<file path="src/rtl/clk_divider_prog_if.sv">
`default_nettype none
// ============================================================================
// Module   : clk_divider_prog_if
// Purpose  : Control/status bundle for the programmable clock divider.
//            The master side drives enable/restart/divisor loads and
//            observes the divided outputs; the slave side is the divider.
// Signals  : enable       - counter advance enable
//            restart      - synchronous counter restart
//            div_load     - one-cycle divisor load strobe
//            div_value    - divisor sampled with div_load
//            clk_div      - divided square wave
//            tick         - one-cycle pulse per divided period
//            div_cur      - active divisor
//            load_pending - a shadow divisor awaits application
//            cfg_err      - one-cycle pulse on a rejected load
// Revision : 1.0 - initial release
// ============================================================================
interface clk_divider_prog_if #(
  parameter int WIDTH = 16
);
  logic             enable;
  logic             restart;
  logic             div_load;
  logic [WIDTH-1:0] div_value;
  logic             clk_div;
  logic             tick;
  logic [WIDTH-1:0] div_cur;
  logic             load_pending;
  logic             cfg_err;

  modport master (
    output enable, restart, div_load, div_value,
    input  clk_div, tick, div_cur, load_pending, cfg_err
  );

  modport slave (
    input  enable, restart, div_load, div_value,
    output clk_div, tick, div_cur, load_pending, cfg_err
  );
endinterface
`default_nettype wire

</file>
<file path="src/rtl/clk_divider_prog.sv">
`default_nettype none
// ============================================================================
// Module   : clk_divider_prog
// Purpose  : Programmable clock divider producing a registered square wave
//            (low ceil(N/2), high floor(N/2) cycles) and a once-per-period
//            tick. New divisors are held in a shadow register and applied
//            only at a period boundary (wrap) or on restart, so the output
//            never produces a truncated period.
// Ports    : clk - clock, all state on the rising edge
//            rst - synchronous active-high reset
//            bus - clk_divider_prog_if.slave control/status bundle
// Revision : 1.0 - initial release
// ============================================================================
module clk_divider_prog #(
  parameter int WIDTH       = 16,
  parameter int DIV_DEFAULT = 2
) (
  input wire               clk,
  input wire               rst,
  clk_divider_prog_if.slave bus
);

  localparam logic [WIDTH-1:0] C_DIV_DEFAULT = WIDTH'(DIV_DEFAULT);
  localparam logic [WIDTH-1:0] C_ZERO        = '0;
  localparam logic [WIDTH-1:0] C_ONE         = WIDTH'(1);
  localparam logic [WIDTH-1:0] C_TWO         = WIDTH'(2);

  logic [WIDTH-1:0] r_count;
  logic [WIDTH-1:0] r_div;
  logic [WIDTH-1:0] r_shadow;
  logic             r_pending;
  logic             r_clk_div;
  logic             r_tick;
  logic             r_cfg_err;

  logic             w_at_wrap;
  logic             w_load_ok;
  logic             w_apply;
  logic [WIDTH-1:0] w_div_next;
  logic [WIDTH-1:0] w_count_next;
  logic [WIDTH:0]   w_half;
  logic             w_clk_next;

  always_comb begin
    w_at_wrap    = (r_count == (r_div - C_ONE));
    w_load_ok    = bus.div_load && (bus.div_value >= C_TWO);
    // Divisor changes only at a period boundary or on restart.
    w_apply      = bus.restart || (bus.enable && w_at_wrap);

    w_div_next   = r_div;
    if (w_apply) begin
      // A load arriving on the applying edge wins over an older shadow.
      if (w_load_ok) begin
        w_div_next = bus.div_value;
      end else if (r_pending) begin
        w_div_next = r_shadow;
      end
    end

    w_count_next = r_count;
    if (bus.restart) begin
      w_count_next = C_ZERO;
    end else if (bus.enable) begin
      w_count_next = w_at_wrap ? C_ZERO : (r_count + C_ONE);
    end

    // clk_div is registered from the next count/divisor so it always tracks
    // the count held in the same cycle. One extra bit avoids overflow of N+1.
    w_half     = ({1'b0, w_div_next} + {{WIDTH{1'b0}}, 1'b1}) >> 1;
    w_clk_next = ({1'b0, w_count_next} >= w_half);
  end

  always_ff @(posedge clk) begin
    if (rst) begin
      r_count   <= C_ZERO;
      r_div     <= C_DIV_DEFAULT;
      r_shadow  <= C_DIV_DEFAULT;
      r_pending <= 1'b0;
      r_clk_div <= 1'b0;
      r_tick    <= 1'b0;
      r_cfg_err <= 1'b0;
    end else begin
      r_count   <= w_count_next;
      r_div     <= w_div_next;
      r_clk_div <= w_clk_next;
      r_tick    <= !bus.restart && bus.enable && w_at_wrap;
      r_cfg_err <= bus.div_load && !w_load_ok;
      if (w_load_ok) begin
        r_shadow <= bus.div_value;
      end
      if (w_apply) begin
        r_pending <= 1'b0;
      end else if (w_load_ok) begin
        r_pending <= 1'b1;
      end
    end
  end

  assign bus.clk_div      = r_clk_div;
  assign bus.tick         = r_tick;
  assign bus.div_cur      = r_div;
  assign bus.load_pending = r_pending;
  assign bus.cfg_err      = r_cfg_err;

endmodule
`default_nettype wire

</file>
<file path="src/flat_wrapper.sv">
// flat-port wrapper written by rule: the top's interface ports become plain ports
module clk_divider_prog_flat 
#(
  parameter int WIDTH       = 16,
  parameter int DIV_DEFAULT = 2
)
  (clk, rst, bus_enable, bus_restart, bus_div_load, bus_div_value, bus_clk_div, bus_tick, bus_div_cur, bus_load_pending, bus_cfg_err);
  clk_divider_prog_if #(.WIDTH(WIDTH)) bus_i ();
  input wire clk;
  input wire rst;
  input wire logic [$bits(bus_i.enable)-1:0] bus_enable;
  input wire logic [$bits(bus_i.restart)-1:0] bus_restart;
  input wire logic [$bits(bus_i.div_load)-1:0] bus_div_load;
  input wire logic [$bits(bus_i.div_value)-1:0] bus_div_value;
  output wire logic [$bits(bus_i.clk_div)-1:0] bus_clk_div;
  output wire logic [$bits(bus_i.tick)-1:0] bus_tick;
  output wire logic [$bits(bus_i.div_cur)-1:0] bus_div_cur;
  output wire logic [$bits(bus_i.load_pending)-1:0] bus_load_pending;
  output wire logic [$bits(bus_i.cfg_err)-1:0] bus_cfg_err;
  assign bus_i.enable = bus_enable;
  assign bus_i.restart = bus_restart;
  assign bus_i.div_load = bus_div_load;
  assign bus_i.div_value = bus_div_value;
  assign bus_clk_div = bus_i.clk_div;
  assign bus_tick = bus_i.tick;
  assign bus_div_cur = bus_i.div_cur;
  assign bus_load_pending = bus_i.load_pending;
  assign bus_cfg_err = bus_i.cfg_err;
  clk_divider_prog #(.WIDTH(WIDTH), .DIV_DEFAULT(DIV_DEFAULT)) u_core (.clk(clk), .rst(rst), .bus(bus_i));
endmodule
</file>
<file path="config.mk">
export PLATFORM = sky130hd
export DESIGN_NAME = clk_divider_prog_flat
export DESIGN_NICKNAME = d
export VERILOG_FILES = /design/src/rtl/clk_divider_prog_if.sv /design/src/rtl/clk_divider_prog.sv /design/src/flat_wrapper.sv
export SDC_FILE = /design/constraint.sdc
export NUM_CORES = 1
export LEC_CHECK = 0
export CORE_MARGIN = 5
export CORE_UTILIZATION = 60
export DETAILED_ROUTE_END_ITERATION = 7
export PLACE_DENSITY_LB_ADDON = 0.08
export SLEW_MARGIN = 20
export SYNTH_ARGS = -nofsm -noshare
export SYNTH_HDL_FRONTEND = slang
export SYNTH_SLANG_ARGS = --single-unit
</file>
<file path="constraint.sdc">
create_clock -name clk -period 10.5 [get_ports clk]
set_input_delay 1.05 -clock clk [delete_from_list [all_inputs] [get_ports clk]]
set_output_delay 1.05 -clock clk [all_outputs]
set_load 0.01 [all_outputs]
</file>
# == Word-level counts from Yosys, hierarchy flattened ==
# Cells that the tools add are included.
# totals
regBits,52
wordCells,28
# classes
n_eq_ne,1
n_lt_le_gt_ge,2
n_reduce_logical,9
muxes,6
add_sub_neg,3
# op_table
cell,count
two-way mux 16 bit,6
adder 16 x 1 -> 17 bit (second input constant),1
adder 16 x 1 -> 16 bit (second input constant),1
equality test 16 bit,1
greater-or-equal comparator 16 bit,1
greater-or-equal comparator 16 x 2 -> 1 bit (second input constant),1
subtractor 16 x 1 -> 16 bit (second input constant),1
logical AND 1 bit,5
zero test 1 bit,2
OR reduction 2 bit,1
logical OR 1 bit,1

# == Logic depth before layout (Yosys ltp) ==
# Gate-level depths: netlist (run 1).
# depth
depth_word,7
depth_mapped,24
ltp_nobuf,22

# == Worst setup path after synthesis (run 1) ==
# Ideal clock, no wire load.
# synth_path
kind,reg2reg
startpoint,"register u_core.r_div[4], in the netlist u_core.bus.div_cur[4]"
endpoint,"register u_core.r_clk_div, in the netlist u_core.bus.clk_div"
t_required_ps,10373
period_less_slack_ps,5082
setup_time_ps,127
arrival_time_ps,4954
setup_slack_ps,5418
path_buffers,3
path_stages_with_launch,22
cell_sequence,dfxtp_1 -> clkbuf_1 -> nor4_2 -> nand4_1 -> xnor2_1 -> nor4b_1 -> a41o_1 -> clkbuf_1 -> a22o_1 -> ha_1 -> clkbuf_1 -> nand2_1 -> mux2_2 -> nor4_1 -> nand3_1 -> xor2_1 -> ha_1 -> a21o_1 -> a21o_1 -> a21oi_1 -> a21o_1 -> a31oi_1
# synth_between
elab_chain_len,7
word_cells_on_any_way,12
classes_between,add/sub (2); order compare (1); eq/ne (1); mux (6); reduce/logical (2)
# synth_rtl
element,line,source
start: declaration,clk_divider_prog.sv:29,logic [WIDTH-1:0] r_div;
start signal: assignment,clk_divider_prog.sv:84,r_div <= w_div_next;
subtractor 16 x 1 -> 16 bit,clk_divider_prog.sv:45,w_at_wrap = (r_count == (r_div - C_ONE));
equality test 16 bit,clk_divider_prog.sv:45,
logical AND 1 bit,clk_divider_prog.sv:48,w_apply = bus.restart || (bus.enable && w_at_wrap);
logical OR 1 bit,clk_divider_prog.sv:48,
two-way mux 16 bit,clk_divider_prog.sv:51,if (w_apply) begin
net u_core.w_div_next[0],clk_divider_prog.sv:39,logic [WIDTH-1:0] w_div_next;
adder 16 x 1 -> 17 bit,clk_divider_prog.sv:69,"w_half = ({1'b0, w_div_next} + {{WIDTH{1'b0}}, 1'b1}) >> 1;"
greater-or-equal comparator 16 bit,clk_divider_prog.sv:70,"w_clk_next = ({1'b0, w_count_next} >= w_half);"
end signal: assignment,clk_divider_prog.sv:85,r_clk_div <= w_clk_next;
end: declaration,clk_divider_prog.sv:32,logic r_clk_div;
# The timed path passes the listed nets, and every way through them passes these cells.
# A chain may end at the register's enable or synchronous reset.

# == Worst setup path in the final report (run 1) ==
# layout_path
startpoint,"register u_core.r_div[3], in the netlist u_core.bus.div_cur[3]"
endpoint,"register u_core.r_clk_div, in the netlist u_core.bus.clk_div"
# Same word-level chain as after synthesis.

==> results of run 1 <==
==> worst min path at each step <==
stage / start / endpoint / slack [ps] / depth (start not counted)
floorplan: u_core.r_shadow[8] / u_core.r_shadow[8] / 430 / 2
global placement: u_core.r_shadow[14] / u_core.r_shadow[14] / 440 / 2
detailed placement: u_core.r_shadow[8] / u_core.r_shadow[8] / 440 / 2
CTS: u_core.r_shadow[8] / u_core.r_shadow[8] / 460 / 2
global route: u_core.r_shadow[8] / u_core.r_shadow[8] / 480 / 2
finish: u_core.r_shadow[8] / u_core.r_shadow[8] / 460 / 2
==> tightest hold or removal path, cell delays in order, from the launching register on <==
cell     delay, ps
dfxtp_1        320
nand2_1         50
a21oi_1         50
==> logic make-up after synthesis <==
kind of cell               count (synthesis)
and+or+nand+nor                          223
AOI/OAI and AO/OA                         98
DFF                                       52
xor gates and xnor gates                  49
buffers and inverters                     38
adders and majority gates                 19
muxes                                     11
==> power by group through the flow <==
| stage | Clock [mW] | Sequential, mW | Combinational (mW) |
|---|---|---|---|
| after floorplan | 0 | 0.216 | 0.0715 |
| after global placement | 0 | 0.222 | 0.0983 |
| after detailed placement | 0 | 0.222 | 0.101 |
| after CTS | 0.170 | 0.217 | 0.101 |
| after global routing | 0.179 | 0.219 | 0.112 |
| final | 0.167 | 0.218 | 0.102 |
==> flip-flops by register name (all words and copies together), names as in the netlist <==
| name | cells |
|---|---|
| u_core.bus.cfg_err | 1 |
| u_core.r_shadow | 16 |
| u_core.bus.clk_div | 1 |
| u_core.r_count | 16 |
| u_core.bus.load_pending | 1 |
| u_core.bus.tick | 1 |
| u_core.bus.div_cur | 16 |
==> cell type report <==
| class | count | area [um2] | area share |
|---|---|---|---|
| clock buffer | 5 | 68.8 | 0.0160 |
| clock inverter | 3 | 68.8 | 0.0160 |
| tap | 75 | 93.8 | 0.0219 |
| multi-input combinational | 400 | 2570 | 0.598 |
| timing repair buffer | 43 | 423 | 0.0986 |
| inverter | 7 | 26.3 | 0.00613 |
| sequential | 52 | 1040 | 0.243 |
==> through the flow <==
stage                      util  hold slack, ps  area [um2]
after global routing      0.716             482        4290
after CTS                 0.716             456        4290
after floorplan               -             433        3750
after global placement    0.693             441        4150
after detailed placement  0.693             443        4150
final                     0.716             456        4290
==> cell usage after synthesis, drive strengths merged, types with 2 or more instances <==
library cell	n	area, um2
a41oi	4	53.8
or2	2	12.5
o21ai	16	80.1
nand4	12	75.1
nor2	51	191
or3	2	12.5
nor4	10	68.8
a22o	6	52.6
a21boi	3	22.5
mux2i	8	80.1
o211ai	2	15.0
and2	2	12.5
nand3	14	70.1
a21o	6	45.0
a22oi	9	72.6
nand2b	4	25.0
a221oi	2	17.5
dfxtp	52	1040
inv	7	26.3
ha	19	238
a31oi	6	37.5
clkbuf	28	106
nor2b	8	50.1
nor3b	2	15.0
a41o	2	20.0
nand2	70	263
nor3	25	130
a311oi	2	17.5
and3	9	56.3
xor2	29	254
nor4b	5	65.1
nand3b	2	15.0
buf	3	11.3
a32oi	2	17.5
mux2	3	37.5
a21oi	30	150
xnor2	20	175
==> layer usage <==
metal	vias to the layer above	global-route usage
li1	1794	-
met1	1742	0.354
met2	127	0.414
met3	14	0.0286
met4	0	0.0839
met5	-	0
==> qor.csv, run 1 <==
stage,metric,value,unit
status,status,finished clean,
clocking,cts_resized,0,
yosys,synth_edf_count,0,
yosys,synthArstFlopShare,0,
yosys,syn-num-nets,530,
critical_path,crit_cells,19,
yosys,synth_flop_cell,dfxtp_1,
power,ir_worst_vdd,67.4,uV
critical_path,crit_fanout,40,
clocking,cts_tree,yes,
critical_path,critical_path_class,flip-flop to flip-flop,
place,place.gp.congestion,0.853,
timing,fmax,0.167,GHz
timing,worstMarginPinSlew,1060,ps
timing,min_period,5980,ps
yosys,synth_fa_ha_area_frac,0.0634,
detailed_routing,post_drt_wl_per_cell,16.8,um
detailed_routing,routed_wirelength,9860,um
critical_path,r2r_end,u_core.bus.clk_div,
floorplan,initial_core_util,0.626,
place,portBuffers,40,
yosys,netlist-cell-type-count,59,
critical_path,cp-start-kind,flip-flop,
critical_path,cp_cell_sequence,"nor4_2, nand4_1, xnor2_1, nor4b_1, a41o_1, buf_4, a22o_1, ha_1, nand2_1, mux2_2, nor4_1, nand3_1, xor2_1, ha_1, a21o_1, a21o_1, a21oi_1, a21o_1, a31oi_1",
place,place_ws,4290,ps
detailed_routing,ant_nets,0,
timing,slew_viol_final,0,
yosys,ys_seq_area_frac,0.278,
yosys,syn_inst,490,
clocking,clk_pin_slew_worst_paths,100,ps
detailed_routing,top_layer,met4,
yosys,synth_compound_area_frac,0.179,
finish,nets,549,
critical_path,critPathLaunch,u_core.bus.div_cur[3],
floorplan,die_area,7930,um2
power,power,487,uW
global_routing,overflow,0,
clocking,clock_path_buffers,2,
finish,mostFrequentLayoutCell,nand2_1,
critical_path,worst-path-buf-inv,1,
clocking,clk_latency,310,ps
floorplan,die_x,89.1,um
timing,finalSetupViolations,0,
detailed_routing,drc,0,
finish,antennaDiodeCount,0,
detailed_routing,dr.pass1.iters,5,
finish,instances_no_fill,585,
detailed_routing,wl_met1,4630,um
power,swShare,0.290,
global_routing,antenna_found_initial,0,
floorplan,io_pins,41,
critical_path,r2r-start,u_core.bus.div_cur[3],
clocking,hold_buffers,0,
critical_path,cp_data_required_time,10700,ps
critical_path,endpoint_kind,flip-flop,
clocking,cts_setup_buffers,0,
timing,hold_viol_final,0,
yosys,syn-cell-area,3750,um2
critical_path,cpLargestDelayFamily,simple AND/OR/NAND/NOR gates,
floorplan,die_height,89.1,um
yosys,yosys-mux-area-fraction,0.0314,
detailed_routing,via_count,3677,
place,dp_hpwl,7210,um
finish,syn2layout_area_growth,14.3,%
yosys,synth-simple-area-share,0.296,
critical_path,rr_worst_depth,19,
detailed_routing,viasPerCell,6.29,
yosys,synthXorXnorAreaFrac,0.114,
finish,nFillCells,499,
timing,skew,8.37,ps
detailed_routing,wl_met2,4590,um
global_routing,grt_usage,0.255,
timing,finalCritPeriodShare,0.569,
timing,layout_setup_ws,4520,ps
min_path,min_path_type,flip-flop to flip-flop,
critical_path,r2r_slack,4520,ps
power,clock_power_share,0.343,
yosys,avgSynthCellArea,7.66,um2
floorplan,fp-row-count,28,
yosys,synth_top_family_by_area,simple AND/OR/NAND/NOR gates,
finish,drive_gt1_frac,0.0490,
critical_path,crit_slowest_cell,nor4b_1,
power,leakagePower,1.66,nW
power,power_density,114,nW/um2
power,seqPwrFrac,0.447,
finish,final_cell_mix,"nand2_1, dfxtp_1, nor2_1, clkdlybuf4s50_1, a21oi_1",
clocking,cts.sinks,52,
detailed_routing,drt-initial-drc-count,253,
global_routing,grt_max_degree,49,
floorplan,core_area,5990,um2
timing,grt_setup_unrepaired,false,
power,p_switching,141,uW
yosys,synth_warnings,0,
critical_path,cp.arrival,6170,ps
power,combPwrFrac,0.210,
yosys,ys_ff_latch,52,
run,drv_cap,0,
critical_path,crit_end,u_core.bus.clk_div,
critical_path,crit_top_cell,a21o_1,
critical_path,critical_path.max_stage_delay,900,ps
clocking,cts_buffers,5,
global_routing,grt_pass1_vias,3393,
timing,maxSlewHeadroom,0.280,
place,post-place-cells,577,
global_routing,grt_pass1_wl,16000,um
clocking,cts-htree-levels,2,
timing,tns,0,ps
detailed_routing,wl_met3,517,um
clocking,cts_root_buf,clkbuf_8,
power,intPower,346,uW
Note: power is estimated with default switching activity, not from simulation.
==> run 2: changes to the inputs <==
--- a/config.mk
+++ b/config.mk
@@ -6,7 +6,7 @@
 export NUM_CORES = 1
 export LEC_CHECK = 0
 export CORE_MARGIN = 5
-export CORE_UTILIZATION = 60
+export CORE_UTILIZATION = 52
 export DETAILED_ROUTE_END_ITERATION = 7
 export PLACE_DENSITY_LB_ADDON = 0.08
 export SLEW_MARGIN = 20
==> constraint.sdc (replaced) <==
create_clock -name clk -period 5.4 [get_ports clk]
set_input_delay 0.54 -clock clk [delete_from_list [all_inputs] [get_ports clk]]
set_output_delay 0.54 -clock clk [all_outputs]
set_load 0.01 [all_outputs]
==> qor.csv, run 2 (synthesis gave the netlist of run 1 again) <==
stage,metric,value,unit
status,status,finished clean,
timing,maxSlewHeadroom,0.537,
clocking,clk_latency,320,ps
detailed_routing,via_count,3632,
clocking,cts_buffers,5,
run,drv_cap,0,
finish,mostFrequentLayoutCell,nand2_1,
clocking,cts_tree,yes,
floorplan,initial_core_util,0.526,
global_routing,grt_pass1_vias,3554,
floorplan,die_area,9010,um2
detailed_routing,viasPerCell,5.83,
floorplan,die_x,94.9,um
finish,drive_gt1_frac,0.0802,
detailed_routing,drc,0,
finish,nets,563,
timing,grt_setup_unrepaired,false,
floorplan,die_height,94.9,um
finish,nFillCells,692,
critical_path,cpLargestDelayFamily,compound AO/OA/AOI/OAI gates,
critical_path,critical_path_class,flip-flop to flip-flop,
finish,multi_input_area,2580,um2
critical_path,critical_path.max_stage_delay,510,ps
timing,fmax,0.203,GHz
critical_path,crit_slowest_cell,or4_4,
detailed_routing,post_drt_wl_per_cell,16.6,um
global_routing,antenna_found_initial,0,
finish,syn2layout_area_growth,17.1,%
detailed_routing,routed_wirelength,10300,um
power,power,866,uW
floorplan,fp-row-count,31,
min_path,min_path_type,flip-flop to flip-flop,
place,place.gp.congestion,0.866,
finish,final_cell_mix,"nand2_1, nor2_1, dfxtp_1, clkdlybuf4s50_1, a21oi_1",
critical_path,cp_cell_sequence,"or4_4, or4b_1, a211o_1, a22oi_2, a41o_1, o21ai_1, a22o_1, ha_1, a21boi_0, xnor2_1, nand2_1, o211ai_1, o21ai_0, ha_1, a21oi_1, nor2b_1, o21ai_0, a21oi_1, o31ai_1, a31oi_1",
critical_path,worst-path-buf-inv,0,
global_routing,grt_pass1_wl,17300,um
detailed_routing,drt-initial-drc-count,176,
floorplan,core_area,7140,um2
timing,worstMarginPinSlew,694,ps
timing,skew,7.31,ps
timing,min_period,4920,ps
clocking,clk_pin_slew_worst_paths,100,ps
place,dpl_cell_area,4290,um2
critical_path,endpoint_kind,flip-flop,
timing,finalCritPeriodShare,0.911,
detailed_routing,dr.pass1.iters,5,
global_routing,overflow,0,
clocking,clock_path_buffers,2,
clocking,cts.sinks,52,
timing,hold_viol_final,0,
critical_path,crit_fanout,14,
critical_path,cp_data_required_time,5600,ps
place,dp_hpwl,7880,um
place,portBuffers,40,
global_routing,grt_max_degree,49,
power,power_density,197,nW/um2
critical_path,cp-start-kind,flip-flop,
clocking,cts-htree-levels,2,
floorplan,io_pins,41,
timing,slew_viol_final,0,
finish,seqCellArea,1040,um2
finish,fin_area,4390,um2
global_routing,grt_usage,0.244,
timing,tns,0,ps
clocking,cts_root_buf,clkbuf_8,
critical_path,cp.arrival,5120,ps
detailed_routing,ant_nets,0,
timing,finalSetupViolations,0,
power,ir_worst_vdd,119,uV
power,leakagePower,1.71,nW
finish,antennaDiodeCount,0,
-- run 2: area by class of cell --
type	count	share of cell area
clock buffer	5	0.0157
clock inverter	3	0.00541
inverter	7	0.00598
multi-input combinational	400	0.587
sequential	52	0.237
tap	99	0.0282
timing repair buffer	57	0.121
-- run 2: metrics by stage --
step	instances	setup slack [ps]	utilization	hold slack [ps]
6_report	623	478	0.616	458
5_1_grt	623	67.7	0.616	486
4_1_cts	623	348	0.613	462
3_5_place_dp	615	387	0.600	446
3_3_place_gp	615	528	0.600	440
2_1_floorplan	490	318	-	433
-- run 2: tightest hold or removal path: stages (launching register included) --
cell and delay, ps:
dfxtp_1 320, nand2_1 50, a21oi_1 50
-- run 2: final timing paths --
kind / from / endpoint / slack [ps] / cells past startpoint
setup / recovery: u_core.bus.div_cur[5] / u_core.bus.clk_div / 480 / 20
hold / removal: u_core.r_shadow[4] / u_core.r_shadow[4] / 460 / 2
setup reg to reg: u_core.bus.div_cur[5] / u_core.bus.clk_div / 480 / 20
hold reg to reg: u_core.r_shadow[4] / u_core.r_shadow[4] / 460 / 2
-- run 2: power breakdown --
group | leakage [nW] | switching, mW | internal [mW] | total (mW)
logic | 1.24 | 0.117 | 0.0975 | 0.215
clock network | 0.0404 | 0.142 | 0.0922 | 0.234
registers | 0.425 | 0.0197 | 0.398 | 0.417
total | 1.71 | 0.279 | 0.587 | 0.866
-- run 2: layer usage --
metal  up-vias  track usage  part of all wire
met5         -            0                 0
met4         0       0.0709             0.017
met2       100        0.406              0.48
met3        14       0.0406             0.046
li1       1819            -                 -
met1      1699        0.323              0.46
-- run 2: timing repair --
action	4_1_cts	5_1_grt
setup buffers	0	0
hold buffers	0	0
setup endpoints to repair	0	1
gates resized for setup	0	4
==> run 3: changes to the inputs <==
--- a/config.mk
+++ b/config.mk
@@ -5,10 +5,12 @@
 export SDC_FILE = /design/constraint.sdc
 export NUM_CORES = 1
 export LEC_CHECK = 0
+export CORE_ASPECT_RATIO = 0.6
 export CORE_MARGIN = 5
 export CORE_UTILIZATION = 52
 export DETAILED_ROUTE_END_ITERATION = 7
 export PLACE_DENSITY_LB_ADDON = 0.08
+export SKIP_CTS_REPAIR_TIMING = 1
 export SLEW_MARGIN = 20
 export SYNTH_ARGS = -nofsm -noshare
 export SYNTH_HDL_FRONTEND = slang
==> qor.csv, run 3 (synthesis gave the netlist of run 1 again) <==
stage,metric,value,unit
detailed_routing,viasPerCell,6.05,
detailed_routing,drt-initial-drc-count,369,
timing,skew,6.85,ps
status,status,finished clean,
clocking,clk_pin_slew_worst_paths,70,ps
detailed_routing,drc,0,
global_routing,grt_max_degree,49,
floorplan,die_height,75.8,um
power,power_density,219,nW/um2
floorplan,core_area,7150,um2
critical_path,cp_cell_sequence,"or4_4, or4b_1, a211o_1, a22oi_2, a41o_1, a22o_1, ha_1, nand2_1, mux2_2, nor4_1, nand3_1, xor2_1, ha_1, a21o_1, a21o_1, a21oi_1, a21o_1, a31oi_1",
timing,finalSetupViolations,0,
place,place.gp.congestion,0.907,
floorplan,io_pins,41,
global_routing,grt_usage,0.241,
power,swShare,0.303,
power,intPower,683,uW
critical_path,critical_path_class,flip-flop to flip-flop,
timing,finalCritPeriodShare,0.938,
clocking,cts_tree,yes,
detailed_routing,routed_wirelength,10800,um
finish,syn2layout_area_growth,19.0,%
detailed_routing,post_drt_wl_per_cell,17.5,um
finish,antennaDiodeCount,0,
clocking,clk_latency,300,ps
place,dp_hpwl,8120,um
timing,tns,0,ps
finish,final_cell_mix,"nand2_1, dfxtp_1, nor2_1, clkdlybuf4s50_1, a21oi_1",
timing,grt_setup_unrepaired,false,
critical_path,cp.arrival,5240,ps
critical_path,r2r_slack,330,ps
power,leakagePower,1.75,nW
run,drv_cap,0,
timing,slew_viol_final,0,
finish,nets,566,
critical_path,cp-start-kind,flip-flop,
clocking,cts-htree-levels,2,
global_routing,grt_pass1_wl,17200,um
global_routing,overflow,0,
detailed_routing,via_count,3741,
place,place_ws,385,ps
timing,maxSlewHeadroom,0.585,
power,ir_worst_vdd,137,uV
power,combPwrFrac,0.229,
critical_path,crit_fanout,7,
floorplan,die_x,120,um
detailed_routing,ant_nets,0,
critical_path,critical_path.max_stage_delay,570,ps
critical_path,crit_slowest_cell,or4_4,
timing,hold_viol_final,0,
place,dpl_cell_area,4300,um2
timing,fmax,0.197,GHz
timing,min_period,5070,ps
timing,holdWs,453,ps
timing,worstMarginPinSlew,616,ps
timing,layout_setup_ws,334,ps
finish,mostFrequentLayoutCell,nand2_1,
finish,drive_gt1_frac,0.0816,
critical_path,cp_data_required_time,5580,ps
clocking,cts_root_buf,clkbuf_16,
detailed_routing,dr.pass1.iters,5,
critical_path,crit_top_cell,a21o_1,
power,power,980,uW
global_routing,grt_pass1_vias,3328,
floorplan,initial_core_util,0.525,
power,p_switching,297,uW
floorplan,die_area,9070,um2
critical_path,endpoint_kind,flip-flop,
floorplan,fp-row-count,24,
clocking,clock_path_buffers,2,
power,clock_power_share,0.345,
min_path,min_path_type,flip-flop to flip-flop,
global_routing,antenna_found_initial,0,
finish,fin_area,4470,um2
clocking,cts_buffers,5,
power,seqPwrFrac,0.426,
place,portBuffers,40,
clocking,cts.sinks,52,
[run 3: power groups by stage]
stage,Combinational [mW],Sequential (mW),Clock (mW)
floorplan,0.139,0.420,0
global placement,0.216,0.425,0
detailed placement,0.218,0.425,0
CTS,0.220,0.416,0.343
global route,0.244,0.419,0.363
finish,0.224,0.417,0.338
[run 3: cell type report]
class / count / area [um2]
Clock buffer: 6 / 139
Clock inverter: 2 / 15.0
Inverter: 7 / 26.3
Tap cell: 91 / 114
Sequential cell: 52 / 1040
Multi-Input combinational cell: 400 / 2580
Timing Repair Buffer: 60 / 551
Fill cell: 663 / 2680
[run 3: path summary, 6_finish.rpt]
path              depth (start not counted)                  start                  end
setup / recovery                         18  u_core.bus.div_cur[4]   u_core.bus.clk_div
hold / removal                            2    u_core.r_shadow[15]  u_core.r_shadow[15]
setup reg to reg                         18  u_core.bus.div_cur[4]   u_core.bus.clk_div
hold reg to reg                           2    u_core.r_shadow[15]  u_core.r_shadow[15]
[run 3: metal layers]
metal / track usage / wire length [um]
met5: 0 / 0
met4: 0.0457 / 83
met3: 0.0497 / 822
met2: 0.364 / 4480
met1: 0.358 / 5450
[run 3: worst max-delay path, delay by kind of cell, from the launching register on]
kind | cells | cell delay (ps)
AOI/OAI and AO/OA | 9 | 1750
muxes | 1 | 340
adders and majority gates | 2 | 620
xor gates and xnor gates | 1 | 160
and+or+nand+nor | 5 | 1670
DFF | 1 | 390
[run 3: stage by stage]
stage                      util  instances
after detailed placement  0.601        610
after floorplan               -        490
after CTS                 0.623        618
final                     0.625        618
after global placement    0.601        610
after global routing      0.625        618
==> RTL edit, RTL diff (flow settings as in run 1) <==
`WIDTH` is set to 16 in 3 places; all go to 18.
--- a/src/rtl/clk_divider_prog_if.sv
+++ b/src/rtl/clk_divider_prog_if.sv
@@ -17,5 +17,5 @@
 // ============================================================================
 interface clk_divider_prog_if #(
-  parameter int WIDTH = 16
+  parameter int WIDTH = 18
 );
   logic             enable;
--- a/src/rtl/clk_divider_prog.sv
+++ b/src/rtl/clk_divider_prog.sv
@@ -13,5 +13,5 @@
 // ============================================================================
 module clk_divider_prog #(
-  parameter int WIDTH       = 16,
+  parameter int WIDTH       = 18,
   parameter int DIV_DEFAULT = 2
 ) (
--- a/src/flat_wrapper.sv
+++ b/src/flat_wrapper.sv
@@ -2,5 +2,5 @@
 module clk_divider_prog_flat 
 #(
-  parameter int WIDTH       = 16,
+  parameter int WIDTH       = 18,
   parameter int DIV_DEFAULT = 2
 )
Interface: changed (resized bus_div_cur and bus_div_value); port bits go from 41 to 45. The function was not compared with the original's and may differ.
==> RTL edit against run 1 <==
- sequential cell count grew 6
- non-clock buffer count grew 5
- routed wire length grew 23%
- power grew 15%
- synthesized area grew 15%
- count of clock-buffer cells in the layout grew 6
- worst setup slack lost 570 ps
- cell area grew 15%
- sequential share of layout area shrank 0.74 points
- global-route usage grew 2.5 points
- fmax shrank 8.7%
==> RTL edit: results (changes against run 1) <==
Parameter                              Value

Final layout
  Post-layout nets ... 622 (+13%)
  Fillers ... 585 (+17%)
  Share of cells above drive strength 1 ... 8.06% (+3.2 points)

Detailed routing
  Length of routed met3 wiring ... 655 µm (+27%)
  Average via count per standard cell ... 6.12 (-2.7%)
  Length of routed met2 wiring ... 5540 µm (+21%)
  Routed vias ... 4154 (+13%)
  Drt first-iter violations ... 332 (+31%)
  Length of routed wiring on met1 ... 5620 µm (+22%)

Power and ir drop
  Max rail drop VDD ... 80.9 µV (+20%)
  Portion of total power attributed to combinational logic ... 23.5% (+2.5 points)
  Leakage power total ... 1.82 nW (+9.8%)
  Reported combinational group power ... 0.132 mW (+29%)
  Fraction of power spent switching nets ... 33.0% (+4.0 points)
  Clk pwr ... 0.186 mW (+11%)

Status
  Outcome ... completed

Place
  Buffers added on ports ... 44 (+10%)
  Standard cell area after detailed placement ... 4760 µm² (+15%)
  Placed Instances ... 663 (+15%)
  Placement Setup Slack ... 4030 ps (-262 ps)
  Gp weighted congestion ... 0.909 (+6.6%)

Clock tree
  Insertion delay to the later sink of the worst-skew pair ... 340 ps (+30 ps)
  Deepest level of the CTS H-tree ... 3 (+1)
  Clock buffer count from CTS ... 9 (+4)
  Clk pin slew, worst setup/hold paths ... 70 ps (-30 ps)

Setup path
  Data arrival time of the worst path ... 6800 ps (+630 ps)

Global route
  Pin count of the biggest net entering global routing ... 43 (-12%)
  Global routing usage on met2 ... 43.7% (+2.3 points)
  Met1 capacity usage during global routing ... 39.3% (+3.9 points)
  Global routing usage summed across all routing layers ... 28.0% (+2.5 points)
  Met3 Use GR ... 4.22% (+1.4 points)
  Number of global-route vias before repair ... 3795 (+12%)

Yosys
  Main area contributors after synthesis ... sky130_fd_sc_hd__dfxtp_1 27%, sky130_fd_sc_hd__nor2_1 6.5%, sky130_fd_sc_hd__ha_1 6.1%, sky130_fd_sc_hd__xnor2_1 5.7%, sky130_fd_sc_hd__xor2_1 5.7%
  Synthesized net count ... 595 (+12%)
  Number of distinct library cells after synthesis ... 69 (+17%)
  Part of the Yosys area used for sequential elements ... 27.0% (-0.78 points)
  Avg Synthesized Cell Area ... 7.81 µm² (+2.0%)
  Most frequent cells after synthesis ... 74 x sky130_fd_sc_hd__nor2_1, 64 x sky130_fd_sc_hd__nand2_1, 58 x sky130_fd_sc_hd__dfxtp_1

Timing
  Setup Skew ... 5.45 ps (-2.92 ps)
  Transition time of the tightest slew-check pin ... 976 ps (-88.4 ps)
-- RTL edit: cell types whose count changed in the layout (fill, tap and decap cells not counted), moves of 4 or more --
cell	before	now
sky130_fd_sc_hd__nor3_1	24	18
sky130_fd_sc_hd__clkdlybuf4s50_1	40	44
sky130_fd_sc_hd__o21a_1	0	6
sky130_fd_sc_hd__o22ai_1	1	9
sky130_fd_sc_hd__nand2_1	70	64
sky130_fd_sc_hd__a22o_1	6	0
sky130_fd_sc_hd__xnor2_1	20	28
sky130_fd_sc_hd__clkbuf_8	5	10
sky130_fd_sc_hd__nor2_1	51	74
sky130_fd_sc_hd__nand3_1	14	25
sky130_fd_sc_hd__a211oi_1	1	6
sky130_fd_sc_hd__nand4_1	12	7
sky130_fd_sc_hd__dfxtp_1	52	58
-- RTL edit: worst paths after layout --
check | from | end | slack (ps) | cells after the start
max | u_core.bus.div_cur[0] | u_core.bus.clk_div | 3950 | 21
min | u_core.r_shadow[16] | u_core.r_shadow[16] | 460 | 2
max reg2reg | u_core.bus.div_cur[0] | u_core.bus.clk_div | 3950 | 21
min reg2reg | u_core.r_shadow[16] | u_core.r_shadow[16] | 460 | 2
-- RTL edit: kinds of logic after synthesis --
logic type               after synthesis  share of synthesized area, %
adder cells (fa/ha/maj)               21                          6.10
buffers and inverters                 42                          4.27
AO/OA/AOI/OAI                        115                          19.6
AND/OR/NAND/NOR                      248                          28.8
XOR/XNOR                              56                          11.4
flip-flops                            58                          27.0
multiplexers                          11                          2.85
-- RTL edit: final cells by class --
class / instances / area, µm² / share of cell area [%]
multi-input combinational: 451 / 2970 / 60.3
inverter: 10 / 37.5 / 0.761
tap: 96 / 120 / 2.43
clock buffer: 11 / 141 / 2.87
sequential: 58 / 1160 / 23.5
clock inverter: 5 / 30.0 / 0.609
timing repair buffer: 48 / 470 / 9.54
-- RTL edit: critical path, stage by stage, from the launching register on --
cell and delay [ps]:
sky130_fd_sc_hd__dfxtp_1 400, sky130_fd_sc_hd__inv_1 90, sky130_fd_sc_hd__ha_1 230, sky130_fd_sc_hd__or4b_2 650, sky130_fd_sc_hd__a2111oi_2 300, sky130_fd_sc_hd__nor3_1 110
sky130_fd_sc_hd__o21bai_1 160, sky130_fd_sc_hd__or4_4 550, sky130_fd_sc_hd__o21ai_4 780, sky130_fd_sc_hd__nand2_4 140, sky130_fd_sc_hd__a22oi_1 280, sky130_fd_sc_hd__ha_1 220
sky130_fd_sc_hd__a21boi_0 430, sky130_fd_sc_hd__nand4_2 300, sky130_fd_sc_hd__nor3_2 260, sky130_fd_sc_hd__xnor2_1 90, sky130_fd_sc_hd__ha_1 300, sky130_fd_sc_hd__nand4_1 120
sky130_fd_sc_hd__o41ai_1 530, sky130_fd_sc_hd__a211o_1 160, sky130_fd_sc_hd__o221ai_1 120, sky130_fd_sc_hd__a211oi_1 220
